`config.mk`:
```
export PLATFORM = sky130hd
export DESIGN_NAME = lcd_timing_rx
export DESIGN_NICKNAME = d
export VERILOG_FILES = /design/src/rtl/lcd_timing_rx.sv
export SDC_FILE = /design/constraint.sdc
export NUM_CORES = 1
export LEC_CHECK = 0
export BUFFER_PORTS_ARGS = -buffer_cell sky130_fd_sc_hd__buf_2
export CORE_MARGIN = 2
export CORE_UTILIZATION = 30
export DETAILED_ROUTE_END_ITERATION = 8
export HOLD_SLACK_MARGIN = 0.06
export PLACE_DENSITY = 0.5
export REMOVE_ABC_BUFFERS = 1
export SLEW_MARGIN = 10
export SYNTH_ARGS = -nofsm -noshare
export SYNTH_HDL_FRONTEND = slang
export SYNTH_SLANG_ARGS = --single-unit
```
`constraint.sdc`:
```
create_clock -name pclk -period 7.5 [get_ports pclk]
set_input_delay 0.75 -clock pclk [delete_from_list [all_inputs] [get_ports pclk]]
set_output_delay 0.75 -clock pclk [all_outputs]
set_load 0.02 [all_outputs]
```
`src/rtl/lcd_timing_rx.sv`:
```
`timescale 1ns/1ps
// lcd_timing_rx: parallel RGB/HS/VS/DE receiver.
// Measures frame timing, detects lock, emits an (x, y, data, valid) stream.
module lcd_timing_rx #(
    parameter logic HS_POL = 1'b1,
    parameter logic VS_POL = 1'b1
) (
    input  logic        pclk,
    input  logic        rst,
    input  logic        vid_hs,
    input  logic        vid_vs,
    input  logic        vid_de,
    input  logic [23:0] vid_rgb,
    output logic        pix_valid,
    output logic [23:0] pix_data,
    output logic [10:0] pix_x,
    output logic [10:0] pix_y,
    output logic        sof,
    output logic        eol,
    output logic        eof,
    output logic [10:0] meas_h_total,
    output logic [10:0] meas_h_disp,
    output logic [10:0] meas_v_total,
    output logic [10:0] meas_v_disp,
    output logic        locked,
    output logic        fmt_err
);

    localparam logic [10:0] CMAX = 11'd2047;

    typedef enum logic [1:0] {IDLE, MEAS1, MEAS2, LOCK} state_t;

    logic        hs1_q, vs1_q, de1_q;
    logic [23:0] rgb1_q;
    logic        hs_edge, vs_edge, de_fall;

    logic [10:0] hcnt_q, hcnt_d, hde_q, hde_d;
    logic [10:0] lcnt_q, lcnt_d, dl_q, dl_d;
    logic [10:0] hlast_q, hlast_d, hmax_q, hmax_d;
    logic [10:0] lcnt_x, dl_x, hlast_x, hmax_x;
    logic        ovf_q, ovf_d, ovf_set, ovf_now;
    logic [43:0] cand;

    state_t      state_q, state_d;
    logic [43:0] r_q, r_d, meas_q, meas_d;
    logic        locked_q, locked_d, fmt_err_q, fmt_err_d;

    logic        pv_q, pv_d, sof_q, sof_d, eol_q, eol_d, eof_q, eof_d;
    logic [23:0] pdata_q, pdata_d;
    logic [10:0] px_q, px_d, py_q, py_d, ycnt_q, ycnt_d, x_cur;

    // Sync edges: s1 inactive while the raw pin (s0) is active.
    assign hs_edge = (vid_hs == HS_POL) && (hs1_q != HS_POL);
    assign vs_edge = (vid_vs == VS_POL) && (vs1_q != VS_POL);
    assign de_fall = de1_q && !vid_de;

    // Input stage s1.
    always_ff @(posedge pclk) begin
        if (rst) begin
            hs1_q  <= ~HS_POL;
            vs1_q  <= ~VS_POL;
            de1_q  <= 1'b0;
            rgb1_q <= '0;
        end else begin
            hs1_q  <= vid_hs;
            vs1_q  <= vid_vs;
            de1_q  <= vid_de;
            rgb1_q <= vid_rgb;
        end
    end

    // Line accounting: saturating counters, HS edge handled before VS edge.
    always_comb begin
        ovf_set = 1'b0;
        hcnt_d  = hcnt_q;
        hde_d   = hde_q;
        lcnt_x  = lcnt_q;
        dl_x    = dl_q;
        hlast_x = hlast_q;
        hmax_x  = hmax_q;
        if (hs_edge) begin
            hcnt_d  = '0;
            hde_d   = '0;
            hlast_x = hcnt_q + 11'd1;
            if (hde_q > hmax_q) hmax_x = hde_q;
            if (lcnt_q == CMAX) ovf_set = 1'b1;
            else lcnt_x = lcnt_q + 11'd1;
            if (hde_q != '0) begin
                if (dl_q == CMAX) ovf_set = 1'b1;
                else dl_x = dl_q + 11'd1;
            end
        end else begin
            if (hcnt_q == CMAX) ovf_set = 1'b1;
            else hcnt_d = hcnt_q + 11'd1;
            if (de1_q) begin
                if (hde_q == CMAX) ovf_set = 1'b1;
                else hde_d = hde_q + 11'd1;
            end
        end
    end

    assign ovf_now = ovf_q | ovf_set;
    assign cand    = {hlast_x, hmax_x, lcnt_x, dl_x};
    assign hlast_d = hlast_x;
    assign lcnt_d  = vs_edge ? 11'd0 : lcnt_x;
    assign dl_d    = vs_edge ? 11'd0 : dl_x;
    assign hmax_d  = vs_edge ? 11'd0 : hmax_x;
    assign ovf_d   = vs_edge ? 1'b0 : ovf_now;

    // Timing counter registers.
    always_ff @(posedge pclk) begin
        if (rst) begin
            hcnt_q  <= '0;
            hde_q   <= '0;
            lcnt_q  <= '0;
            dl_q    <= '0;
            hlast_q <= '0;
            hmax_q  <= '0;
            ovf_q   <= 1'b0;
        end else begin
            hcnt_q  <= hcnt_d;
            hde_q   <= hde_d;
            lcnt_q  <= lcnt_d;
            dl_q    <= dl_d;
            hlast_q <= hlast_d;
            hmax_q  <= hmax_d;
            ovf_q   <= ovf_d;
        end
    end

    // Lock FSM: compares each frame's candidate timing against the reference.
    always_comb begin
        state_d   = state_q;
        r_d       = r_q;
        meas_d    = meas_q;
        locked_d  = locked_q;
        fmt_err_d = 1'b0;
        if (vs_edge) begin
            fmt_err_d = ovf_now;
            unique case (state_q)
                IDLE: state_d = MEAS1;
                MEAS1: begin
                    r_d     = cand;
                    state_d = MEAS2;
                end
                MEAS2: begin
                    if (cand == r_q && !ovf_now) begin
                        state_d  = LOCK;
                        locked_d = 1'b1;
                        meas_d   = r_q;
                    end else begin
                        r_d = cand;
                    end
                end
                LOCK: begin
                    if (cand != r_q || ovf_now) begin
                        fmt_err_d = 1'b1;
                        locked_d  = 1'b0;
                        r_d       = cand;
                        state_d   = MEAS2;
                    end
                end
                default: state_d = IDLE;
            endcase
        end
    end

    // Lock FSM registers.
    always_ff @(posedge pclk) begin
        if (rst) begin
            state_q   <= IDLE;
            r_q       <= '0;
            meas_q    <= '0;
            locked_q  <= 1'b0;
            fmt_err_q <= 1'b0;
        end else begin
            state_q   <= state_d;
            r_q       <= r_d;
            meas_q    <= meas_d;
            locked_q  <= locked_d;
            fmt_err_q <= fmt_err_d;
        end
    end

    // Pixel path: s1 -> s2 with coordinates and frame/line markers.
    always_comb begin
        x_cur   = pv_q ? px_q + 11'd1 : 11'd0;
        pv_d    = de1_q;
        pdata_d = de1_q ? rgb1_q : 24'd0;
        px_d    = de1_q ? x_cur : px_q;
        py_d    = de1_q ? ycnt_q : py_q;
        eol_d   = de_fall;
        sof_d   = de1_q && x_cur == 11'd0 && ycnt_q == 11'd0;
        eof_d   = de_fall && locked_q
                  && ycnt_q == meas_q[10:0] - 11'd1;
        ycnt_d  = ycnt_q;
        if (vs_edge) ycnt_d = '0;
        else if (de_fall && ycnt_q != CMAX) ycnt_d = ycnt_q + 11'd1;
    end

    // Pixel output registers (stage s2).
    always_ff @(posedge pclk) begin
        if (rst) begin
            pv_q    <= 1'b0;
            pdata_q <= '0;
            px_q    <= '0;
            py_q    <= '0;
            ycnt_q  <= '0;
            sof_q   <= 1'b0;
            eol_q   <= 1'b0;
            eof_q   <= 1'b0;
        end else begin
            pv_q    <= pv_d;
            pdata_q <= pdata_d;
            px_q    <= px_d;
            py_q    <= py_d;
            ycnt_q  <= ycnt_d;
            sof_q   <= sof_d;
            eol_q   <= eol_d;
            eof_q   <= eof_d;
        end
    end

    assign pix_valid    = pv_q;
    assign pix_data     = pdata_q;
    assign pix_x        = px_q;
    assign pix_y        = py_q;
    assign sof          = sof_q;
    assign eol          = eol_q;
    assign eof          = eof_q;
    assign meas_h_total = meas_q[43:33];
    assign meas_h_disp  = meas_q[32:22];
    assign meas_v_total = meas_q[21:11];
    assign meas_v_disp  = meas_q[10:0];
    assign locked       = locked_q;
    assign fmt_err      = fmt_err_q;

endmodule
```
==> impl_results.md, run 1 <==
- Outcome: finished, final reports clean
- Initial antenna violation count: 1
- Row cnt: 71
- Die W: 198 um
- Post-synthesis area per instance: 8.97 um^2
- Maximum vdd drop: ~0.18 mV
- Starting Density: 30.2%
- FF+latch count, synth: 247
- Core ar.: 0.0374 mm^2
- # setup viols final: 0
- Syn Inst Count: between 1000 and 1500
- Met2 Use GR: about 24%
- Tcrit/Tclk final: about 62%
- Syn. warnings: 0
- Post-route ant nets: 0
- Slew Viols, Final: 0
- Sequential fraction of the synthesis area: 43.7%
- Post-CTS sizing: 0
- Final Hold Viols: 0
- Vias in the first global route: 8676
- Max-Cap Viols: 0
- Post-layout util: 35.4%
- Die H: 198 um
- Die footprint: 0.0393 mm^2
- Slew of the pin with the lowest slew margin: approximately 1.0 ns
- Reg2Reg Launch Point: lcnt_q[0]
- Clk slew on worst S/H paths: approximately 0.060 ns
- Hold Crit Class: in2reg
- First-pass GRT wire length: roughly 48000 um
- Leakage: between 0.005 and 0.006 uW
- Synthesized area: 0.0113 mm^2
- CTS Buf Count: 28
- I/O Pins: around 130
- CTS Buffer Depth: 3
- HPWL after DPL: between 20000 and 25000 um
- Total DRC errors in the routed layout: 0
- Avg WL per Cell: 15.9 um
- Via count: 9041
- Fmax achieved: 0.216 GHz
- CTS root buf: clkbuf_16
- Top-count cell post-synth: dfxtp_1
- Post-CTS Hold Fix Bufs: 0
- Synth-to-Final Area Change: 17.1%
- Arrival time at the worst endpoint: 5.08 ns
- DR pass1 iterations: 5
- Hold WS: 0.396 ns
- Critical Path End Type: flip-flop
- Worst-Skew Late Latency: 0.56 ns
- Leading area contributor after synthesis: dfxtp_1
- Routing usage on met3: 2.50%
- Remaining global-route overflow: 0
- I/O Buffers: ~120
- Final Skew: 0.0273 ns
- Total Wirelength: 30000 um
- CTS tree: yes
- Layer with the highest usage: met2
- Design Power: 2970 uW
- Largest net degree at the start of global routing: 57
- Kind of critical path: reg2reg
- Pwr per Cell Area: approximately 220 mW/mm^2
- Layout cell share with drive strength beyond 1: 15.3%
- Total track usage: 15.2%
- Main synth FF type: dfxtp_1
- Final nets: 1397
- Setup Buffers After CTS: 0
- Via-to-Cell Ratio: 4.81
- Top post-synthesis cells by count: dfxtp_1 (247), nor2_1 (145), a21oi_1 (72), mux2i_1 (69), nor3_1 (67)
- H-Tree Depth: 1
- Slew margin rel.: 31.1%
- Minimum clock period: 4.63 ns
- GP Congestion: just over 0.8
- Unrepaired setup endpoints after global routing: false
- Hold_sp: vid_rgb[18]
- Fin cells: 1881
- Crit path launch: lcnt_q[0]
- Synth top area cells: dfxtp_1 (44%), mux2i_1 (6.1%), nor2_1 (4.8%), xnor2_1 (3.7%), nor2b_1 (3.7%)
- # diodes: 0
- Crit path required time: 7.95 ns
- Setup_tns: 0 ns
- Clock sink count: 247
- CP max FO: 16
- Post-synth EDFFs: 0
- Yosys cell types: 77
- Ys async rst share: 0%
- Inst Count DP: about 1800
- Post-synth top area share: 43.7%
- Initial drt markers: between 500 and 600
- Startpoint Class: flip-flop
- Grt met1 use: 21.6%
-- worst paths after layout --
kind	to	slack, ns	depth (start not counted)
max	r_q[26]	2.87	11
min	rgb1_q[18]	0.40	2
max reg2reg	r_q[26]	2.87	11
min reg2reg	pix_data[7]	0.42	1
-- area by class of cell --
class | count | area, um^2
sequential | 247 | 4940
fill | 3915 | 24200
clock inverter | 13 | 165
inverter | 40 | 150
tap | 511 | 639
multi-input combinational | 894 | 5830
timing repair buffer | 137 | 721
clock buffer | 39 | 792
-- worst max-delay path: stages, from the launching register on --
cell and delay [ns]:
dfxtp_1 0.56, ha_1 0.47, nand3b_1 0.21, nor2_1 0.36, nor4bb_1 0.58, o211ai_1 0.20, or4_1 0.54, nor4b_4 0.35
and3_1 0.59, buf_4 0.36, nor3_1 0.07, a211oi_1 0.22
-- logic make-up (layout without fill, tap and decap cells) --
kind of cell	after synthesis	after routing	synth area share [%]
AND/OR/NAND/NOR	507	507	23.3
flip-flops	247	247	43.7
AO/OA/AOI/OAI	194	194	11.4
buffers and inverters	120	229	4.74
XOR/XNOR	93	93	7.46
multiplexers	80	80	7.20
adder cells (fa/ha/maj)	20	20	2.21
-- power breakdown --
group	switching [uW]	internal, uW
clock network	565	843
logic	113	72.9
registers	28.9	1340
total	707	2260
-- placed cells by master (no fill, tap or decap), types with 5 or more instances in the layout --
cell type,n
a2111oi_0,5
a211oi_1,13
a21oi_1,72
a221oi_1,5
a311oi_1,9
a31oi_1,10
and2_1,28
and3_1,14
and4_1,6
buf_2,123
buf_4,14
clkbuf_1,6
clkbuf_16,28
clkbuf_8,5
clkinv_2,5
dfxtp_1,247
ha_1,20
inv_1,40
mux2_2,7
mux2i_1,69
nand2_1,64
nand2b_1,10
nand3_1,41
nand4_1,22
nor2_1,145
nor2b_1,65
nor3_1,67
nor4_1,9
o2111ai_1,5
o21ai_0,27
o21ai_1,5
or3_1,7
or4_1,5
xnor2_1,48
xor2_1,43
-- metal layers --
| layer | vias to the layer above | share of wire (%) |
|---|---|---|
| li1 | 4584 | - |
| met1 | 4234 | 50 |
| met2 | 179 | 44 |
| met3 | 42 | 4.3 |
| met4 | 2 | 1.8 |
| met5 | - | 0.030 |
-- metrics by stage --
stage | area [um^2] | setup WS (ns)
2_1_floorplan | 10900 | 0.725
3_5_place_dp | 12300 | 2.53
6_report | 13200 | 2.87
3_3_place_gp | 12300 | 2.59
5_1_grt | 13200 | 2.46
4_1_cts | 13200 | 2.90
-- state kept, by name, summed over array words and instances (netlist names), 2 cells and up --
name / count
r_q: 44
hmax_q: 11
pix_x: 11
hcnt_q: 11
meas_q: 44
hlast_q: 11
pix_data: 24
dl_q: 11
rgb1_q: 24
lcnt_q: 11
hde_q: 11
ycnt_q: 11
pix_y: 11
state_q: 2
Note: power is estimated with default switching activity, not from simulation.
==> inputs of run 2 (changes only) <==
- clock period: 7.5 -> 4.6 ns (I/O delays scaled with it)
==> run 2 against run 1 <==
  * Combinational power rose by 65%
  * Register-to-register slack got worse by 2.3 ns
  * Utilization barely moved
  * First-iteration DRC count rose by 8.0%
  * Sequential share of layout area barely moved
  * Largest cell class unchanged
==> impl_results.md, run 2 (synthesis results as in run 1) <==
- Vias in the first global route: 8794 (+1.4%)
- Area of the multi-input gates: 0.00583 mm^2 (unchanged)
- WL met3: 1590 um (+24%)
- Fmax achieved: 0.249 GHz (+15%)
- Hold_sp: vid_de
- Layout cell share with drive strength beyond 1: 15.4% (+0.11 points)
- Sequential share of power: 47.2% (+1.0 points)
- Min-Delay Path Depth: 2 (unchanged)
- Worst Hold End: eol
- Top Layer Used: met5
- Maximum vdd drop: 0.268 mV (+52%)
- I/O Pins: 125 (unchanged)
- CTS Buffer Depth: 3 (unchanged)
- Hold WS: 0.104 ns (-0.292 ns)
- Critical path's largest stage delay: 0.54 ns (-0.05 ns)
- Commonest non-fill, non-tap cell in the layout: dfxtp_1
- Post-route ant nets: 0 (unchanged)
- First-pass GRT wire length: 48600 um (+0.93%)
- # setup viols final: 0 (unchanged)
- Most frequent cells in the layout: dfxtp_1 (247), nor2_1 (145), buf_2 (123)
- Die W: 198 um (unchanged)
- R2R depth: 11 (unchanged)
- Worst setup margin: 0.578 ns (-2.29 ns)
- CTS root buf: clkbuf_16
- CTS tree: yes
- FF/Latch Area: 0.00494 mm^2 (unchanged)
- Avg WL per Cell: 16.0 um (+0.54%)
- Critical Path End Type: flip-flop
- Tcrit/Tclk final: 87.4% (+26 points)
- Final Skew: 0.0229 ns (-0.00435 ns)
- Via count: 9177 (+1.5%)
- DR WL met2: 13300 um (+1.4%)
- Setup Buffers After CTS: 0 (unchanged)
- Minimum clock period: 4.02 ns (-0.606 ns)
- Worst-path cell chain: ha_1 -> nand3b_1 -> nor2_1 -> nor4bb_1 -> o211ai_1 -> or4_1 -> nor4b_4 -> nand4b_1 -> buf_4 -> mux2i_1 -> nor2_1
- Largest net degree at the start of global routing: 67 (+18%)
- HPWL after DPL: 21300 um (+2.2%)
- H-Tree Depth: 1 (unchanged)
- DR pass1 iterations: 6 (+1)
- Core ar.: 0.0374 mm^2 (unchanged)
- Max-Cap Viols: 0 (unchanged)
- Worst reg2reg setup slack: 0.58 ns (-2.29 ns)
- Total DRC errors in the routed layout: 0 (unchanged)
- Reg2Reg Launch Point: lcnt_q[0]
- I/O Buffers: 124 (unchanged)
- Combinational Power Share: 6.5% (+0.2 points)
- DRT met1 WL: 14500 um (-4.0%)
- Final nets: 1404 (+0.50%)
- Post-CTS sizing: 0 (unchanged)
- Kind of critical path: reg2reg
- Final Hold Viols: 0 (unchanged)
- Post-Place Worst Slack: 0.367 ns (-2.16 ns)
- Leakage: 0.00546 uW (+0.16%)
- Sw Share: 23.7% (-0.12 points)
- Via-to-Cell Ratio: 4.87 (+1.3%)
- Arrival time at the worst endpoint: 4.43 ns (-0.65 ns)
- # diodes: 0 (unchanged)
- Starting Density: 30.2% (unchanged)
- Largest registers: meas_q: 44 flops, r_q: 44 flops
- Initial drt markers: 541 (+8.0%)
- Initial antenna violation count: 1 (unchanged)
- Pwr per Cell Area: 358 mW/mm^2 (+60%)
- Total track usage: 15.4% (+0.17 points)
- Cell mode on critical path: nor2_1
- Die H: 198 um (unchanged)
- Die footprint: 0.0393 mm^2 (unchanged)
- Slew of the pin with the lowest slew margin: 1.06 ns (+0.0231 ns)
- Clock sink count: 247 (unchanged)
- Total Wirelength: 30200 um (+0.70%)
- Worst-Skew Late Latency: 0.56 ns (about the same)
- Worst path bufs/invs: 1 (unchanged)
- Family with the most delay on the worst path: simple AND/OR/NAND/NOR gates
- GP Congestion: 0.848 (+5.3%)
- CTS Buf Count: 28 (unchanged)
- RR Endpoint: meas_q[12]
- Slew Viols, Final: 0 (unchanged)
- CP max FO: 29 (+13)
- Clk slew on worst S/H paths: 0.06 ns (about the same)
- Filler Cell Count: 3862 (-1.4%)
- Crit-path slowest cell: nor4bb_1
- Clk pwr share: 46.4% (-1.1 points)
- Synth-to-Final Area Change: 17.2% (about the same)
- Outcome: finished, final reports clean
- Unrepaired setup endpoints after global routing: false
- Remaining global-route overflow: 0 (unchanged)
- P_sw: 1120 uW (+59%)
- Crit path required time: 5.00 ns (-2.95 ns)
- Slew margin rel.: 29.5% (-1.5 points)
- Startpoint Class: flip-flop
- Post-CTS Hold Fix Bufs: 0 (unchanged)
- Cell internal pwr: 3620 uW (+60%)
- Row cnt: 71 (unchanged)
- Hold Crit Class: in2reg
## run 2: cell types whose count changed in the layout (fill, tap and decap cells not counted)
cell	change
inv_6	-1
buf_12	+1
clkbuf_1	+1
buf_4	+6
clkinv_4	-2
bufinv_16	-1
clkinv_2	-1
## run 2: power groups by stage
stage	clock network (uW)	logic, uW	registers (uW)
floorplan	0	185	2270
finish	2200	307	2240
detailed placement	0	309	2280
CTS	2260	310	2240
global placement	0	306	2280
global route	2360	342	2240
## run 2: how the worst max path moves through the flow
stage               from    endpoint  slack [ns]  cells past startpoint
2_1_floorplan     vid_hs   meas_q[0]       -1.89                      9
3_3_place_gp      vid_hs  meas_q[16]        0.45                     13
3_5_place_dp      vid_hs  meas_q[20]        0.37                     13
6_report       lcnt_q[0]  meas_q[12]        0.58                     11
4_1_cts        hcnt_q[0]  meas_q[20]        0.60                     12
5_1_grt        hcnt_q[0]  meas_q[18]        0.23                     12
## run 2: worst reg2reg max path: cells and delay by family (launching register included)
kind	cells	cell delay (ns)
buffers and inverters	1	0.35
adder cells (fa/ha/maj)	1	0.42
AND/OR/NAND/NOR	7	2.21
flip-flops	1	0.53
multiplexers	1	0.24
AO/OA/AOI/OAI	1	0.14
## run 2: per-layer routing
layer / up-vias / track usage [%]
li1: 4586 / -
met1: 4312 / 21.0
met2: 224 / 24.7
met3: 53 / 2.69
met4: 2 / 4.48
met5: - / 0
## run 2: layout make-up
| type | instances | area share, % |
|---|---|---|
| Clock inverter | 8 | 0.784 |
| Clock buffer | 40 | 6.00 |
| Multi-Input combinational cell | 894 | 44.0 |
| Timing Repair Buffer | 144 | 5.93 |
| Inverter | 40 | 1.13 |
| Sequential cell | 247 | 37.3 |
| Tap cell | 511 | 4.82 |
## run 2: per-stage QoR
stage / area, um^2 / setup TNS [ns] / total power (uW) / instances / utilization (%)
2_1_floorplan: 10900 / -99.91 / 2460 / 1181 / -
3_3_place_gp: 12400 / 0 / 2590 / 1836 / 33.0
3_5_place_dp: 12400 / 0 / 2590 / 1836 / 33.0
4_1_cts: 13300 / 0 / 4810 / 1884 / 35.4
5_1_grt: 13300 / 0 / 4940 / 1884 / 35.4
6_report: 13300 / 0 / 4740 / 1884 / 35.4
